$ cat src/rtl/array_word_streamer.sv
// Snapshots an N-word array on start and serialises a wrapping window of it
// onto a single-word valid/ready stream.
module array_word_streamer #(
    parameter  int N  = 8,
    parameter  int DW = 32,
    localparam int IW = (N > 1) ? $clog2(N) : 1,
    localparam int LW = $clog2(N + 1)
) (
    input  logic          clk_i,
    input  logic          rst_i,
    input  logic [DW-1:0] arr_i [N],
    input  logic          start_i,
    input  logic [IW-1:0] base_i,
    input  logic [LW-1:0] len_i,
    output logic          busy_o,
    output logic          valid_o,
    input  logic          ready_i,
    output logic [DW-1:0] data_o,
    output logic [IW-1:0] idx_o,
    output logic          last_o,
    output logic          done_o,
    output logic          err_o
);

    typedef enum logic {IDLE, STREAM} state_t;

    state_t        state_q;
    logic [DW-1:0] buf_q [N];
    logic [DW-1:0] data_q;
    logic [IW-1:0] idx_q;
    logic [LW-1:0] rem_q;
    logic          valid_q, last_q, busy_q, done_q, err_q;

    logic          len_ok_d;
    logic          capture_d;
    logic [IW-1:0] nidx_d;

    always_comb begin
        len_ok_d  = (len_i != '0) && (len_i <= LW'(N));
        capture_d = (state_q == IDLE) && start_i && len_ok_d;
        // explicit compare keeps the wrap correct for non-power-of-2 N
        nidx_d    = (idx_q == IW'(N - 1)) ? '0 : idx_q + 1'b1;
    end

    // Snapshot buffer carries no reset; its contents only matter after a capture.
    always_ff @(posedge clk_i) begin
        if (capture_d) begin
            buf_q <= arr_i;
        end
    end

    always_ff @(posedge clk_i) begin
        if (rst_i) begin
            state_q <= IDLE;
            valid_q <= 1'b0;
            last_q  <= 1'b0;
            busy_q  <= 1'b0;
            done_q  <= 1'b0;
            err_q   <= 1'b0;
            data_q  <= '0;
            idx_q   <= '0;
            rem_q   <= '0;
        end else begin
            done_q <= 1'b0;
            err_q  <= 1'b0;
            case (state_q)
                IDLE: begin
                    if (start_i) begin
                        if (len_ok_d) begin
                            idx_q   <= base_i;
                            rem_q   <= len_i;
                            data_q  <= arr_i[base_i];
                            last_q  <= (len_i == LW'(1));
                            valid_q <= 1'b1;
                            busy_q  <= 1'b1;
                            state_q <= STREAM;
                        end else begin
                            err_q <= 1'b1;
                        end
                    end
                end
                STREAM: begin
                    if (valid_q && ready_i) begin
                        if (rem_q == LW'(1)) begin
                            valid_q <= 1'b0;
                            last_q  <= 1'b0;
                            busy_q  <= 1'b0;
                            done_q  <= 1'b1;
                            state_q <= IDLE;
                        end else begin
                            idx_q  <= nidx_d;
                            rem_q  <= rem_q - 1'b1;
                            data_q <= buf_q[nidx_d];
                            last_q <= (rem_q == LW'(2));
                        end
                    end
                end
                default: state_q <= IDLE;
            endcase
        end
    end

    assign busy_o  = busy_q;
    assign valid_o = valid_q;
    assign data_o  = data_q;
    assign idx_o   = idx_q;
    assign last_o  = last_q;
    assign done_o  = done_q;
    assign err_o   = err_q;

endmodule

$ cat config.mk
export PLATFORM = sky130hd
export DESIGN_NAME = array_word_streamer
export DESIGN_NICKNAME = d
export VERILOG_FILES = /design/src/rtl/array_word_streamer.sv
export SDC_FILE = /design/constraint.sdc
export NUM_CORES = 1
export LEC_CHECK = 0
export ABC_AREA = 1
export BUFFER_PORTS_ARGS = -buffer_cell sky130_fd_sc_hd__buf_2
export CAP_MARGIN = 20
export CORE_MARGIN = 2
export CORE_UTILIZATION = 56
export CTS_CLUSTER_SIZE = 28
export DETAILED_ROUTE_END_ITERATION = 7
export PLACE_DENSITY = 0.81
export SLEW_MARGIN = 20
export SYNTH_ARGS = -nofsm -noshare
export SYNTH_HDL_FRONTEND = slang
export SYNTH_SLANG_ARGS = --single-unit
$ cat constraint.sdc
create_clock -name clk_i -period 7.59 [get_ports clk_i]
set_input_delay 0.3795 -clock clk_i [delete_from_list [all_inputs] [get_ports clk_i]]
set_output_delay 0.3795 -clock clk_i [all_outputs]
set_load 0.05 [all_outputs]
==> results.md <==
## Worst setup path
• 4.34 ns — internal reg-to-reg setup slack
• data_o[15] — capture instance of the worst register-to-register path
• flop — Worst Setup Start Kind
• 8.08 ns — critical path data required time
• flop — Setup crit end kind
• 84 — Crit Path Max Fanout
• idx_o[0] — Reg-to-Reg Start
• 3.74 ns — endpoint arrival time on the critical path
• flop to flop — WS Path Type
• 13 — cell count of the worst reg-to-reg path
• idx_o[0] — worst setup path start

## Timing
• 27.8% — Max transition margin
• 0 — final count of hold timing violations
• 0.0139 ns — worst setup skew after layout
• 1.08 ns — Worst-Margin Slew
• 42.8% — final worst-path cycle share
• no — RSZ-0062 raised after global routing
• 308 MHz — highest clock frequency the design can meet
• 3.25 ns — clock period minus worst slack
• 0 — number of failing setup endpoints in the final timing report
• 0 — final max-slew violation count
• 0 ns — setup total negative slack
• 0.0126 ns — final-layout worst hold slack
• 4.34 ns — final worst-path setup slack

## Synth
• sky130_fd_sc_hd__edfxtp_1 — post-synthesis cell type with the largest combined area
• 0% — share of synthesized flip-flops with an asynchronous set or reset
• 53.2% — portion of the post-synthesis area used by sequential elements
• sky130_fd_sc_hd__edfxtp_1 — most frequently used flop master after synthesis
• 7.45 um^2 — syn_area_per_cell
• 0 — Yosys warning total
• 0.0161 mm^2 — combined area of all synthesized cells
• 300 — number of flip-flops and latches in the synthesized netlist
• sky130_fd_sc_hd__edfxtp_1 48%, sky130_fd_sc_hd__nand2_1 21%, sky130_fd_sc_hd__inv_1 11%, sky130_fd_sc_hd__nand3_1 7.2%, sky130_fd_sc_hd__dfxtp_1 5.5% — cells taking the most area after synthesis
• 2162 — post-synthesis instance total
• 21 — number of distinct standard cells referenced by the synthesized netlist
• 47.7% — area share of the largest cell type after synthesis
• 2434 — post-synthesis net count
• 256 — Post-synth EDFFs

## Cells and area
• 15.6% — fraction of final layout cells sized beyond drive strength 1
• 0.00535 mm^2 — combined area of the multi-input logic cells
• 2436 — number of fill cells in the layout
• 881 x sky130_fd_sc_hd__nand2_1, 460 x sky130_fd_sc_hd__inv_1, 305 x sky130_fd_sc_hd__buf_2 — commonest non-fill, non-tap cells in the layout
• 0.00857 mm^2 — area taken by flip-flops and latches
• 2683 — Final Net Count
• 17.2% — Area growth syn-to-layout
• 0.0189 mm^2 — Layout Cell Area excl Fill
• sky130_fd_sc_hd__nand2_1 — commonest non-fill, non-tap cell in the layout

## Routing
• 5.18 — drt via density
• 5 — 1st-pass router iterations
• 0 — DRC errors left
• 45.8 mm — final routed wirelength across all metal layers
• 1547 — Initial DRC Count
• 0 — antenna viol nets, final
• 14.6k — routed vias
• 16.2 um — mean routed wirelength per cell

## Power and ir drop
• 10.1 nW — Leakage
• 0.139 mV — peak supply drop
• 223 mW/mm^2 — Pwr per Cell Area

## Floorplan
• 174 um — width of the chip
• 174 um — y dimension of the die
• 307 — number of ports placed on the die boundary
• 0.0285 mm^2 — Core Box Area
• 56.4% — Initial Util
• 62 — number of placement rows
• 0.0301 mm^2 — die area

## Hold path
• buf_q[75] — capture endpoint of the worst hold path
• 1 — cell depth of the worst hold path
• arr_i[75] — worst hold path startpoint
• primary input to flop — Hold/Removal Path Class

## Global route
• 6 — initial antenna violation count
• 14.1k — via count of the first global-routing pass
• 29.6% — Tot GR Track Use
• 70.9 mm — global-route wire length before repair
• 0 — GRT Residual Overflow
• 116 — largest net degree at the start of global routing

## CTS
• 0.55 ns — insertion delay of the later-clocked pin in the worst-skew pair
• 0 — Resize count post-CTS
• 0 — hold_buf cts
• 31 — clock buffer count from CTS
• 0.06 ns — post-CTS clock slew at the launch and capture registers of the worst setup and hold paths
• 3 — deepest clock path buffer count
• 0 — post-CTS setup buffer count
• 300 — clk sinks
• 1 — Max H-tree Level
• sky130_fd_sc_hd__clkbuf_16 — clk root buf
• done — CTS tree

## Placed design
• 0.0179 mm^2 — Post-DP Area
• 28.0 mm — total half-perimeter wirelength after legalization and detailed placement
• 0.873 — RD Place Congestion
• 4.43 ns — dpl ws
• 306 — Port Buf Inserts

## Outcome
• complete, no violations — run status

## Flow run
• 0 — Maximum Capacitance Violations

layout make-up:
cell class	count	area share, %
Sequential cell	300	45.4
Multi-Input combinational cell	1289	28.3
Inverter	465	9.30
Timing Repair Buffer	324	9.26
Clock buffer	52	4.90
Tap cell	384	2.54
Clock inverter	5	0.258
Antenna cell	6	0.0795
synth_stat cells, types with 2 or more instances:
master                       n
sky130_fd_sc_hd__clkbuf_1   32
sky130_fd_sc_hd__inv_1     463
sky130_fd_sc_hd__o21ai_0    76
sky130_fd_sc_hd__edfxtp_1  256
sky130_fd_sc_hd__ha_1        5
sky130_fd_sc_hd__nand3_1   231
sky130_fd_sc_hd__nor2_1     78
sky130_fd_sc_hd__buf_1      18
sky130_fd_sc_hd__dfxtp_1    44
sky130_fd_sc_hd__nor3_1      2
sky130_fd_sc_hd__a21oi_1     9
sky130_fd_sc_hd__inv_2       2
sky130_fd_sc_hd__buf_2      54
sky130_fd_sc_hd__nand2_1   882
sky130_fd_sc_hd__buf_4       4
worst max path at each step:
stage / endpoint / slack [ns] / cells after the start
after floorplan: buf_q[0] / 1.29 / 5
after global placement: data_o[19] / 4.50 / 13
after detailed placement: data_o[22] / 4.43 / 13
after CTS: data_o[22] / 4.41 / 13
after global routing: data_o[25] / 4.12 / 12
final: data_o[15] / 4.34 / 13
sequential cells by signal (all words and copies together) (netlist names):
name	count
err_o	1
idx_o	3
buf_q	256
rem_q	4
state_q	1
done_o	1
busy_o	1
last_o	1
data_o	32
report_power, final:
group,internal (mW),switching [mW]
sequential,1.90,0.0342
clock,0.854,0.621
combinational,0.245,0.558
worst max-delay path: stages (launching register included):
cell and delay (ns):
sky130_fd_sc_hd__dfxtp_1 0.36, sky130_fd_sc_hd__ha_2 0.20, sky130_fd_sc_hd__ha_1 0.21, sky130_fd_sc_hd__nor2_4 0.10
sky130_fd_sc_hd__buf_4 0.68, sky130_fd_sc_hd__buf_4 0.82, sky130_fd_sc_hd__nand2_1 0.12, sky130_fd_sc_hd__o21ai_0 0.12
sky130_fd_sc_hd__nand2_1 0.07, sky130_fd_sc_hd__nand2_1 0.10, sky130_fd_sc_hd__nand2_1 0.06, sky130_fd_sc_hd__nand3_1 0.10
sky130_fd_sc_hd__nor2_1 0.04, sky130_fd_sc_hd__nor2_1 0.11
metal layers:
| metal | up-vias | routed length [um] | global-route usage (%) |
|---|---|---|---|
| li1 | 7047 | - | - |
| met1 | 6639 | 17600 | 38.2 |
| met2 | 814 | 22200 | 50.8 |
| met3 | 123 | 4500 | 3.33 |
| met4 | 0 | 1470 | 13.2 |
| met5 | - | 0 | 0 |
cell families after synthesis:
group	synth area share (%)
compound gates	2.74
xor+xnor	0.0544
fa+ha+maj	0.388
buf+inv	13.9
flops	53.2
simple gates	29.8
per-stage QoR:
step | total power, mW | utilization, % | cells
floorplan | 2.50 | - | 2162
global placement | 2.72 | 62.3 | 2758
detailed placement | 2.76 | 62.6 | 2761
CTS | 4.21 | 66.0 | 2818
global route | 4.38 | 66.2 | 2825
finish | 4.21 | 66.2 | 2825
(Power assumes the default switching activity.)
